[config.mk]
export PLATFORM = sky130hd
export DESIGN_NAME = dnd_event_classifier
export DESIGN_NICKNAME = d
export VERILOG_FILES = /design/src/rtl/dnd_event_classifier.sv
export SDC_FILE = /design/constraint.sdc
export NUM_CORES = 1
export LEC_CHECK = 0
export CAP_MARGIN = 40
export CORE_MARGIN = 5
export CORE_UTILIZATION = 30
export CTS_CLUSTER_SIZE = 40
export DETAILED_ROUTE_END_ITERATION = 12
export PLACE_DENSITY = 0.47
export SLEW_MARGIN = 15
export SYNTH_ARGS = -nofsm -noshare
export SYNTH_HDL_FRONTEND = slang
export SYNTH_SLANG_ARGS = --single-unit
export TNS_END_PERCENT = 1
[constraint.sdc]
create_clock -name clk -period 3.3 [get_ports clk]
set_input_delay 0.495 -clock clk [delete_from_list [all_inputs] [get_ports clk]]
set_output_delay 0.495 -clock clk [all_outputs]
set_load 0.05 [all_outputs]
[src/rtl/dnd_event_classifier.sv]
// Pairs buffered CAVIAR events with returning MLP scores, thresholds them and forwards signal events.
// Optional build macro DND_PASS_NOISE_EN: noise events are also forwarded, flagged with evt_out_is_sig=0.
module dnd_event_classifier #(
  parameter int CAVIAR_X_Y_BITS = 9,
  parameter int W_Y             = 17,
  parameter int DEPTH           = 8,
  parameter int W_CNT           = 16
) (
  input  logic                         clk,
  input  logic                         rst,
  input  logic [2*CAVIAR_X_Y_BITS:0]   evt_in,
  input  logic                         evt_in_vld,
  output logic                         evt_in_rdy,
  input  logic [W_Y-1:0]               score,
  input  logic                         score_vld,
  input  logic [W_Y-1:0]               threshold,
  output logic [2*CAVIAR_X_Y_BITS:0]   evt_out,
  output logic                         evt_out_vld,
  input  logic                         evt_out_rdy,
  output logic                         evt_out_is_sig,
  output logic [W_CNT-1:0]             sig_cnt,
  output logic [W_CNT-1:0]             noise_cnt,
  output logic                         err_orphan,
  output logic                         err_ovf
);

  localparam int W_EVT = 2*CAVIAR_X_Y_BITS + 1;
  localparam int AW    = $clog2(DEPTH);
  localparam int W_PTR = AW + 1;

  logic [W_EVT-1:0] mem [DEPTH];
  logic [W_PTR-1:0] wr_ptr, rd_ptr;
  logic             empty, full;
  logic             push, pop, orphan;
  logic             is_sig, emit, drain, load, ovf;
  logic [W_EVT-1:0] head;
  logic             sig_r;

  // Extra pointer MSB separates full from empty when the index bits match.
  assign empty = (wr_ptr == rd_ptr);
  assign full  = (wr_ptr[AW] != rd_ptr[AW]) && (wr_ptr[AW-1:0] == rd_ptr[AW-1:0]);

  assign evt_in_rdy = !full;
  assign push       = evt_in_vld && !full;
  assign pop        = score_vld && !empty;
  assign orphan     = score_vld && empty;
  assign head       = mem[rd_ptr[AW-1:0]];
  assign is_sig     = ($signed(score) >= $signed(threshold));

`ifdef DND_PASS_NOISE_EN
  assign emit = pop;
`else
  assign emit = pop && is_sig;
`endif

  assign drain = evt_out_vld && evt_out_rdy;
  assign load  = emit && (!evt_out_vld || evt_out_rdy);
  assign ovf   = emit && evt_out_vld && !evt_out_rdy;

  assign evt_out_is_sig = evt_out_vld && sig_r;

  always_ff @(posedge clk) begin
    if (push) begin
      mem[wr_ptr[AW-1:0]] <= evt_in;
    end
  end

  always_ff @(posedge clk) begin
    if (rst) begin
      wr_ptr <= '0;
      rd_ptr <= '0;
    end else begin
      if (push) wr_ptr <= wr_ptr + W_PTR'(1);
      if (pop)  rd_ptr <= rd_ptr + W_PTR'(1);
    end
  end

  always_ff @(posedge clk) begin
    if (rst) begin
      evt_out     <= '0;
      evt_out_vld <= 1'b0;
      sig_r       <= 1'b0;
    end else if (load) begin
      evt_out     <= head;
      evt_out_vld <= 1'b1;
      sig_r       <= is_sig;
    end else if (drain) begin
      evt_out_vld <= 1'b0;
    end
  end

  // Counters saturate at all-ones; lost events are still counted.
  always_ff @(posedge clk) begin
    if (rst) begin
      sig_cnt   <= '0;
      noise_cnt <= '0;
    end else if (pop) begin
      if (is_sig) begin
        if (sig_cnt != {W_CNT{1'b1}}) sig_cnt <= sig_cnt + W_CNT'(1);
      end else begin
        if (noise_cnt != {W_CNT{1'b1}}) noise_cnt <= noise_cnt + W_CNT'(1);
      end
    end
  end

  always_ff @(posedge clk) begin
    if (rst) begin
      err_orphan <= 1'b0;
      err_ovf    <= 1'b0;
    end else begin
      if (orphan) err_orphan <= 1'b1;
      if (ovf)    err_ovf    <= 1'b1;
    end
  end

endmodule
==> impl_metrics.csv, run 1 <==
group,metric,value,unit
finish,layout-drive-gt1-share,0.158,
timing,setup_tns,0,ps
timing,finClkSkew,17.9,ps
outcome,status,"finished, final reports clean",
setup_path,rrSetupSlack,910,ps
clock_tree,cts_resized,0,
hold_path,hold_class,"primary input to register",
die,die_h,183,um
global_route,grt.total_usage,0.122,
detailed_routing,wl_per_cell,18.2,um
synth,async_flop_share,0,
power,internal-power,5.22,mW
timing,finalCritPeriodShare,0.811,
timing,setup_viol,0,
finish,filler_cell_count,2787,
finish,finalNonFillerCells,1155,
synth,synth_nets,690,
synth,yosys-top-cells-area,"edfxtp_1 51%, dfxtp_1 14%, mux4_2 9.5%",
synth,synth.most_common_cell,"edfxtp_1",
synth,netlist.area_leader.share,0.508,
finish,syn2layout_area_growth,28.7,%
timing,fin_crit,2680,ps
synth,yosysWarnings,0,
die,start_util,0.303,
setup_path,cp.required,2800,ps
placed_design,preCtsSetupSlack,168,ps
finish,antenna_cells,0,
finish,seq_area,5830,um^2
clock_tree,cts_root_buf,"clkbuf_16",
synth,ys_ff_latch,215,
synth,avgSynthCellArea,14.7,um^2
clock_tree,worstSkewPairLatency,540,ps
clock_tree,cts.reportedPaths.clkPinSlew,60,ps
placed_design,io_buffers,113,
clock_tree,numCtsBuffers,26,
power,clkPwrFrac,0.400,
timing,slew_violations,0,
clock_tree,holdBufCountCts,0,
synth,synth_area_leader_cell,"edfxtp_1",
clock_tree,post-cts-setup-buffers,0,
global_route,antenna_found_initial,0,
global_route,grt_overflow,0,
setup_path,setup.worst_path.end_class,"output pin",
finish,multi_input_comb_area,2950,um^2
power,totalPowerFinal,7.03,mW
synth,yosysSeqAreaShare,0.648,
die,dieArea,33500,um^2
clock_tree,h-tree-depth,1,
synth,synth_edf_count,152,
synth,synth_area,8980,um^2
setup_path,worst-setup-path-type,"register to output pin",
synth,synth_commonest_cells,"152 x edfxtp_1, 63 x dfxtp_1, 53 x nor2_1",
die,io_pins,114,
timing,tightest_slew,621,ps
die,rows,63,
detailed_routing,drtPass1Iterations,5,
timing,rsz0062_at_grt,"no",
synth,ys_types,53,
die,coreArea,29600,um^2
flow_run,maxCapViolations,0,
global_route,grt_max_degree,42,
setup_path,cp.arrival,2180,ps
placed_design,place.gp.congestion,0.808,
placed_design,dp_cells,1107,
detailed_routing,wl,21000,um
power,power_density,608,nW/um^2
detailed_routing,drc,0,
timing,slew_headroom,0.586,
clock_tree,cts_tree,"yes",
placed_design,dpl.hpwl,13600,um
setup_path,setup.worst_path.start_class,"register",
detailed_routing,num_vias,5593,
power,leakage,3.74,nW
synth,netlist_instances,611,
clock_tree,cts_sinks,215,
power,p_sw,1.81,mW
synth,synthFlopType,"edfxtp_1",
clock_tree,clockBufferDepth,3,
detailed_routing,ant_nets,0,
finish,nets,824,
detailed_routing,viasPerCell,4.84,
die,die_w,183,um
global_route,grt_pass1_wl,32500,um
setup_path,worst-path-max-fanout,8,
power,irDropWorstVdd,403,uV
power,power_frac_comb,0.164,
timing,max_freq,373,MHz
detailed_routing,drt_iter0_markers,382,
global_route,grt_pass1_vias,5724,
timing,final_hold_viol_count,0,
power,seqPwrFrac,0.435,
power,p_sw_frac,0.257,
timing,setup_ws,622,ps
## placed cells by master, fill, tap and decap left out, drive strengths merged, types with 13 or more instances in the layout
| cell | count |
|---|---|
| a211oi | 21 |
| a21oi | 33 |
| buf | 24 |
| clkbuf | 31 |
| clkdlybuf4s50 | 112 |
| dfxtp | 63 |
| edfxtp | 152 |
| ha | 21 |
| inv | 23 |
| mux2i | 22 |
| mux4 | 38 |
| nand2 | 20 |
| nand3 | 18 |
| nor2 | 54 |
| o21ai | 15 |
| or3 | 13 |
## registers in the layout (all words and copies together) (netlist names)
| signal | flops |
|---|---|
| rd_ptr | 4 |
| evt_out_vld | 1 |
| mem | 152 |
| sig_r | 1 |
| noise_cnt | 16 |
| sig_cnt | 16 |
| wr_ptr | 4 |
| err_orphan | 1 |
| err_ovf | 1 |
| evt_out | 19 |
## metal layers
layer | track usage | up-vias | routed length (um)
met5 | 0 | - | 0
met4 | 0.0304 | 0 | 418
met3 | 0.0270 | 33 | 1230
met2 | 0.206 | 169 | 10100
met1 | 0.162 | 2755 | 9170
li1 | - | 2636 | -
## worst max-delay path: stages (launching register included)
cell and delay [ps]:
dfxtp_1 530, xnor2_1 130, nand4_1 130, clkdlybuf4s50_1 860
## per-stage QoR
stage                     cell area (um^2)   util  hold slack, ps
after floorplan                       8980      -             432
after global placement               10600  0.359             458
after detailed placement             10700  0.361             467
after CTS                            11600  0.390             284
after global routing                 11600  0.390             294
final                                11600  0.390             304
## logic make-up (layout without fill, tap and decap cells)
family | Yosys count | count (layout) | share of synthesized area
multiplexers | 61 | 61 | 0.121
AO/OA/AOI/OAI | 88 | 88 | 0.0662
adder cells (fa/ha/maj) | 21 | 21 | 0.0292
buffers and inverters | 53 | 207 | 0.0258
AND/OR/NAND/NOR | 158 | 158 | 0.0947
flip-flops | 215 | 215 | 0.648
XOR/XNOR | 15 | 15 | 0.0146
## power groups by stage
stage          logic [mW]  registers (mW)  clock network [mW]
3_5_place_dp         1.18            3.12                   0
6_report             1.16            3.06                2.82
3_3_place_gp         1.15            3.11                   0
4_1_cts              1.19            3.06                2.90
5_1_grt              1.26            3.07                3.02
2_1_floorplan       0.616            3.29                   0
## area by class of cell
| class | count | area share |
|---|---|---|
| clock buffers | 31 | 0.0588 |
| clock inverters | 17 | 0.0164 |
| inverters | 23 | 0.00747 |
| multi-input cells | 343 | 0.255 |
| flip-flops and latches | 215 | 0.504 |
| well taps | 390 | 0.0422 |
| repair buffers | 136 | 0.116 |
## path summary, 6_finish.rpt
kind	from	end	cells past startpoint
worst max-delay path	wr_ptr[0]	evt_in_rdy	3
worst min register to register	err_orphan	err_orphan	2
worst max register to register	wr_ptr[0]	sig_cnt[7]	8
worst min-delay path	rst	err_orphan	2
Power figures use the tool's default switching activity.
==> run 2, diff against run 1 <==
- clock period: 3.3 -> 2.5 ns (I/O delays scaled with it)
==> run 2 against run 1 <==
Setup slack worse by 540 ps. Sequential share of layout area down 0.95 points. Count of clock-buffer cells in the layout down 2. Sequential power up 32%. Final cell count up 1.7%. Sequential cell count unchanged. Routed wire length up 7.0%. First-iteration DRC count down 12%.
==> impl_metrics.csv, run 2 (synthesis results as in run 1) <==
group,metric,value,unit
outcome,status,"finished, final reports clean",
flow_run,maxCapViolations,0,
timing,finClkSkew,17.2,ps
timing,max_freq,413,MHz
detailed_routing,drtPass1Iterations,4,
setup_path,worst-path-stages,11,
clock_tree,holdBufCountCts,0,
detailed_routing,drt_iter0_markers,337,
detailed_routing,ant_nets,0,
timing,setup_ws,81.1,ps
placed_design,place.gp.congestion,0.832,
clock_tree,worstSkewPairLatency,520,ps
timing,setup_viol,0,
finish,largest_register_ffs,152,
finish,nets,845,
finish,design_area,11800,um^2
detailed_routing,viasPerCell,4.89,
clock_tree,h-tree-depth,1,
power,leakage,3.84,nW
setup_path,max_stage_delay,460,ps
finish,mostFrequentLayoutCell,"edfxtp_1",
finish,syn2layout_area_growth,31.2,%
detailed_routing,wl,22400,um
finish,utilization,0.398,
timing,slew_violations,0,
setup_path,worst-path-buf-inv,3,
die,dieArea,33500,um^2
finish,layout_common_cells,"152 x edfxtp_1, 111 x clkdlybuf4s50_1, 61 x dfxtp_1, 47 x nor2_1, 38 x mux4_2",
setup_path,reg2reg_depth,9,
global_route,grt_pass1_wl,33000,um
clock_tree,numCtsBuffers,25,
detailed_routing,num_vias,5744,
global_route,grt_pass1_vias,5799,
placed_design,place_area,10800,um^2
timing,fin_crit,2420,ps
setup_path,path_delay_family,"compound AO/OA/AOI/OAI gates",
setup_path,worst-setup-path-type,"primary input to register",
die,io_pins,114,
timing,final_hold_viol_count,0,
setup_path,setup.worst_path.start_class,"primary input",
timing,rsz0062_at_grt,"yes",
die,coreArea,29600,um^2
global_route,grt.total_usage,0.123,
clock_tree,cts_sinks,215,
placed_design,preCtsSetupSlack,-435,ps
die,start_util,0.303,
global_route,grt_overflow,0,
setup_path,cp.arrival,2870,ps
timing,setup_tns,0,ps
setup_path,setup.worst_path.end_class,"register",
finish,antenna_cells,0,
power,irDropWorstVdd,454,uV
finish,layout-drive-gt1-share,0.196,
timing,tightest_slew,637,ps
timing,hold-worst-slack,346,ps
global_route,antenna_found_initial,0,
global_route,grt_max_degree,42,
die,die_h,183,um
die,die_w,183,um
setup_path,cpMaxStageDelayCell,"clkdlybuf4s50_1",
setup_path,cp_cell_sequence,"clkdlybuf4s50_1, inv_1, ha_1, and3_4, and2_4, a221oi_4, o211ai_2, buf_4, a2111oi_1, o22ai_1, nor2_1",
setup_path,worst-path-max-fanout,7,
detailed_routing,wl_per_cell,19.1,um
clock_tree,cts.reportedPaths.clkPinSlew,60,ps
timing,finalCritPeriodShare,0.968,
hold_path,hold_class,"primary input to register",
hold_path,holdPathStages,2,
timing,slew_headroom,0.575,
clock_tree,clockBufferDepth,3,
placed_design,dpl.hpwl,13700,um
clock_tree,cts_tree,"yes",
power,power_density,792,nW/um^2
placed_design,io_buffers,113,
die,rows,63,
setup_path,cp.required,2950,ps
detailed_routing,drc,0,
clock_tree,cts_root_buf,"clkbuf_16",
## run 2: cell types whose count changed in the layout (fill, tap and decap cells not counted), sizes merged
cell           before  now
clkdlybuf4s50     112  111
nand3              18   19
inv                23   24
buf                24   44
clkinv             11   10
## run 2: final timing paths
check                from            end  slack, ps
max          threshold[8]  noise_cnt[12]         80
min reg2reg         sig_r          sig_r        460
min                   rst  noise_cnt[15]        350
max reg2reg    sig_cnt[3]    sig_cnt[15]        420
## run 2: metal layers
layer	wire [um]	share of wire	track usage	up-vias
li1	-	-	-	2684
met1	9980	0.45	0.164	2890
met2	10900	0.48	0.208	143
met3	1220	0.054	0.0270	27
met4	351	0.016	0.0250	0
met5	0	0	0	-
## run 2: per-stage QoR
| stage | instances | total power, mW |
|---|---|---|
| after global placement | 1122 | 5.70 |
| final | 1175 | 9.34 |
| after global routing | 1175 | 9.78 |
| after floorplan | 611 | 5.16 |
| after CTS | 1168 | 9.37 |
| after detailed placement | 1122 | 5.73 |
## run 2: area by class of cell
class                           count  area (um^2)
Sequential cell                   215         5830
Tap cell                          390          488
Fill cell                        2790        17900
Timing Repair Buffer              157         1550
Clock inverter                     17          170
Clock buffer                       29          651
Inverter                           23         86.3
Multi-Input combinational cell    344         3020
## run 2: where the power goes
part	internal (mW)	switching (mW)	total, mW
sequential	3.96	0.0750	4.04
combinational	0.761	0.945	1.71
clock	2.17	1.42	3.59
total	6.90	2.44	9.34
## run 2: repair_timing
action                                  in CTS  in global routing
gates resized for setup                      0                  7
endpoints found under the setup margin       0                 30
setup buffers                                0                  3
## run 2: worst reg2reg max path, stage by stage (launching register included)
cell,delay (ps)
dfxtp_1,440
and4_4,290
and3_1,210
nand4_1,160
or3_4,400
nand3_4,120
buf_4,120
buf_4,90
o31ai_1,60
a21oi_1,120
==> run 3, diff against run 2 <==
- PLACE_DENSITY: 0.47 -> 0.49
- clock period: 2.5 -> 2.05 ns (I/O delays scaled with it)
==> run 3 against run 2 <==
Cell area rose by 8.2%. Utilization up 3.3 points. Setup slack worse by 58 ps. Die area did not move. Combinational power is 43% higher. Clock skew fell by 1.7 ps. Register-to-register slack got worse by 390 ps. Largest cell class unchanged. Highest routed layer unchanged.
==> impl_metrics.csv, run 3 (synthesis results as in run 1) <==
group,metric,value,unit
outcome,status,"finished, final reports clean",
timing,setup_tns,0,ps
clock_tree,h-tree-depth,1,
global_route,grt_overflow,0,
detailed_routing,viasPerCell,4.85,
die,die_w,183,um
detailed_routing,drt_iter0_markers,301,
clock_tree,cts.reportedPaths.clkPinSlew,60,ps
timing,setup_viol,0,
finish,antenna_cells,0,
clock_tree,cts_sinks,215,
setup_path,cp_cell_sequence,"clkdlybuf4s15_1, inv_2, ha_4, nand4_4, o21bai_4, a221oi_4, buf_4, o211ai_4, nand3_4, buf_6, buf_6, or3_4, a21oi_2",
setup_path,worst-setup-path-type,"primary input to register",
power,p_sw_frac,0.259,
setup_path,worst_path_most_repeated_cell,"buf_6",
finish,nets,891,
clock_tree,cts_tree,"yes",
timing,final_hold_viol_count,0,
die,io_pins,114,
timing,rsz0062_at_grt,"yes",
detailed_routing,wl_met1,9970,um
clock_tree,clockBufferDepth,3,
finish,syn2layout_area_growth,42.0,%
placed_design,dp_cells,1153,
setup_path,setup.worst_path.end_class,"register",
setup_path,cpMaxStageDelayCell,"or3_4",
setup_path,cp.required,2490,ps
timing,tightest_slew,629,ps
detailed_routing,drc,0,
finish,mostFrequentLayoutCell,"edfxtp_1",
setup_path,path_delay_family,"buffers and inverters",
setup_path,max_stage_delay,370,ps
timing,max_freq,493,MHz
placed_design,dpl.hpwl,14300,um
power,leakage,4.55,nW
hold_path,min_from,"rst",
timing,finalCritPeriodShare,0.989,
timing,fin_crit,2030,ps
clock_tree,holdBufCountCts,0,
die,dieArea,33500,um^2
setup_path,reg2reg_depth,9,
global_route,antenna_found_initial,0,
global_route,grt_max_degree,42,
setup_path,worst-path-max-fanout,4,
placed_design,place.gp.congestion,0.873,
power,internal-power,8.69,mW
setup_path,r2r_start,"sig_cnt[7]",
finish,layout-drive-gt1-share,0.329,
die,rows,63,
finish,finalNonFillerCells,1219,
power,power_frac_comb,0.209,
global_route,grt.total_usage,0.138,
setup_path,startpoint,"threshold[1]",
detailed_routing,wl,23400,um
clock_tree,cts_root_buf,"clkbuf_16",
power,clkPwrFrac,0.371,
global_route,grt_pass1_wl,36300,um
clock_tree,worstSkewPairLatency,510,ps
clock_tree,numCtsBuffers,25,
power,power_density,920,nW/um^2
hold_path,holdPathStages,2,
detailed_routing,met3_length,1320,um
detailed_routing,top_layer,"met4",
finish,largest_register_ffs,152,
timing,setup_ws,23.3,ps
detailed_routing,drtPass1Iterations,6,
detailed_routing,num_vias,5916,
hold_path,whs_endpoint,"noise_cnt[12]",
power,totalPowerFinal,11.7,mW
placed_design,preCtsSetupSlack,-819,ps
detailed_routing,wl_per_cell,19.2,um
setup_path,rrSetupSlack,30,ps
timing,slew_headroom,0.581,
detailed_routing,wl_met2,11700,um
timing,slew_violations,0,
finish,utilization,0.430,
placed_design,io_buffers,113,
setup_path,cp.arrival,2460,ps
setup_path,setup.worst_path.start_class,"primary input",
power,irDropWorstVdd,432,uV
setup_path,worst-path-buf-inv,5,
hold_path,hold_class,"primary input to register",
power,p_sw,3.04,mW
die,coreArea,29600,um^2
timing,finClkSkew,15.5,ps
finish,layout_common_cells,"152 x edfxtp_1, 51 x buf_4, 49 x dfxtp_1, 46 x nor2_1, 45 x dlygate4sd2_1",
flow_run,maxCapViolations,0,
power,seqPwrFrac,0.419,
die,die_h,183,um
setup_path,rr_endpoint,"sig_cnt[3]",
die,start_util,0.303,
detailed_routing,ant_nets,0,
global_route,grt_pass1_vias,6132,
==> run 3: cell types whose count changed in the layout (fill, tap and decap cells not counted), sizes merged <==
cell / change
clkdlybuf4s50: -71
buf: +50
dlygate4sd2: +45
dlymetal6s2s: +11
clkbuf: +9
clkdlybuf4s15: +6
clkinvlp: -3
clkinv: -2
nand3: -1
==> run 3: area by class of cell <==
type                            instances  area (um^2)
Multi-Input combinational cell        343         3370
Sequential cell                       215         5850
Timing Repair Buffer                  204         2160
Fill cell                            2740        16900
Clock buffer                           32          672
Clock inverter                         12          136
Inverter                               23         86.3
Tap cell                              390          488
==> run 3: how the worst max path moves through the flow <==
stage	endpoint	slack, ps	cells after the start
5_1_grt	sig_cnt[3]	-70	9
3_5_place_dp	evt_out[18]	-820	12
4_1_cts	evt_out[18]	-30	11
3_3_place_gp	noise_cnt[2]	-730	11
6_report	sig_cnt[3]	20	13
2_1_floorplan	mem[0][0]	-390	7
==> run 3: metal layers <==
metal,vias up,global-route usage
met1,2946,0.181
met2,160,0.242
li1,2773,-
met3,37,0.0258
met4,0,0.0280
met5,-,0
==> run 3: power by group through the flow <==
stage	combinational, mW	sequential [mW]	clock [mW]
6_report	2.45	4.92	4.36
5_1_grt	2.63	4.94	4.68
4_1_cts	2.43	4.93	4.48
3_5_place_dp	2.04	5.02	0
3_3_place_gp	2.02	5.01	0
2_1_floorplan	1.02	5.30	0
==> run 3: repair_timing <==
item | CTS | global route
hold endpoints to repair | 0 | 0
buffers inserted | 13 | 3
pin swaps | 52 | 35
setup endpoints to repair | 84 | 54
gates cloned | 6 | 0
gates resized for setup | 118 | 72
==> run 3: worst register-to-register path, cell delays in order (launching register included) <==
cell     delay [ps]
dfxtp_2         330
and4_1          220
and3_4          190
nand4_1         150
or3_4           460
nand3_4         130
buf_6           140
buf_6           110
or3_4           110
a21oi_2          50
==> run 3: through the flow <==
step / hold slack [ps] / area (um^2)
after floorplan: 406 / 9090
after global placement: 446 / 11300
after detailed placement: 468 / 11300
after CTS: 216 / 12600
after global routing: 243 / 12800
final: 252 / 12800
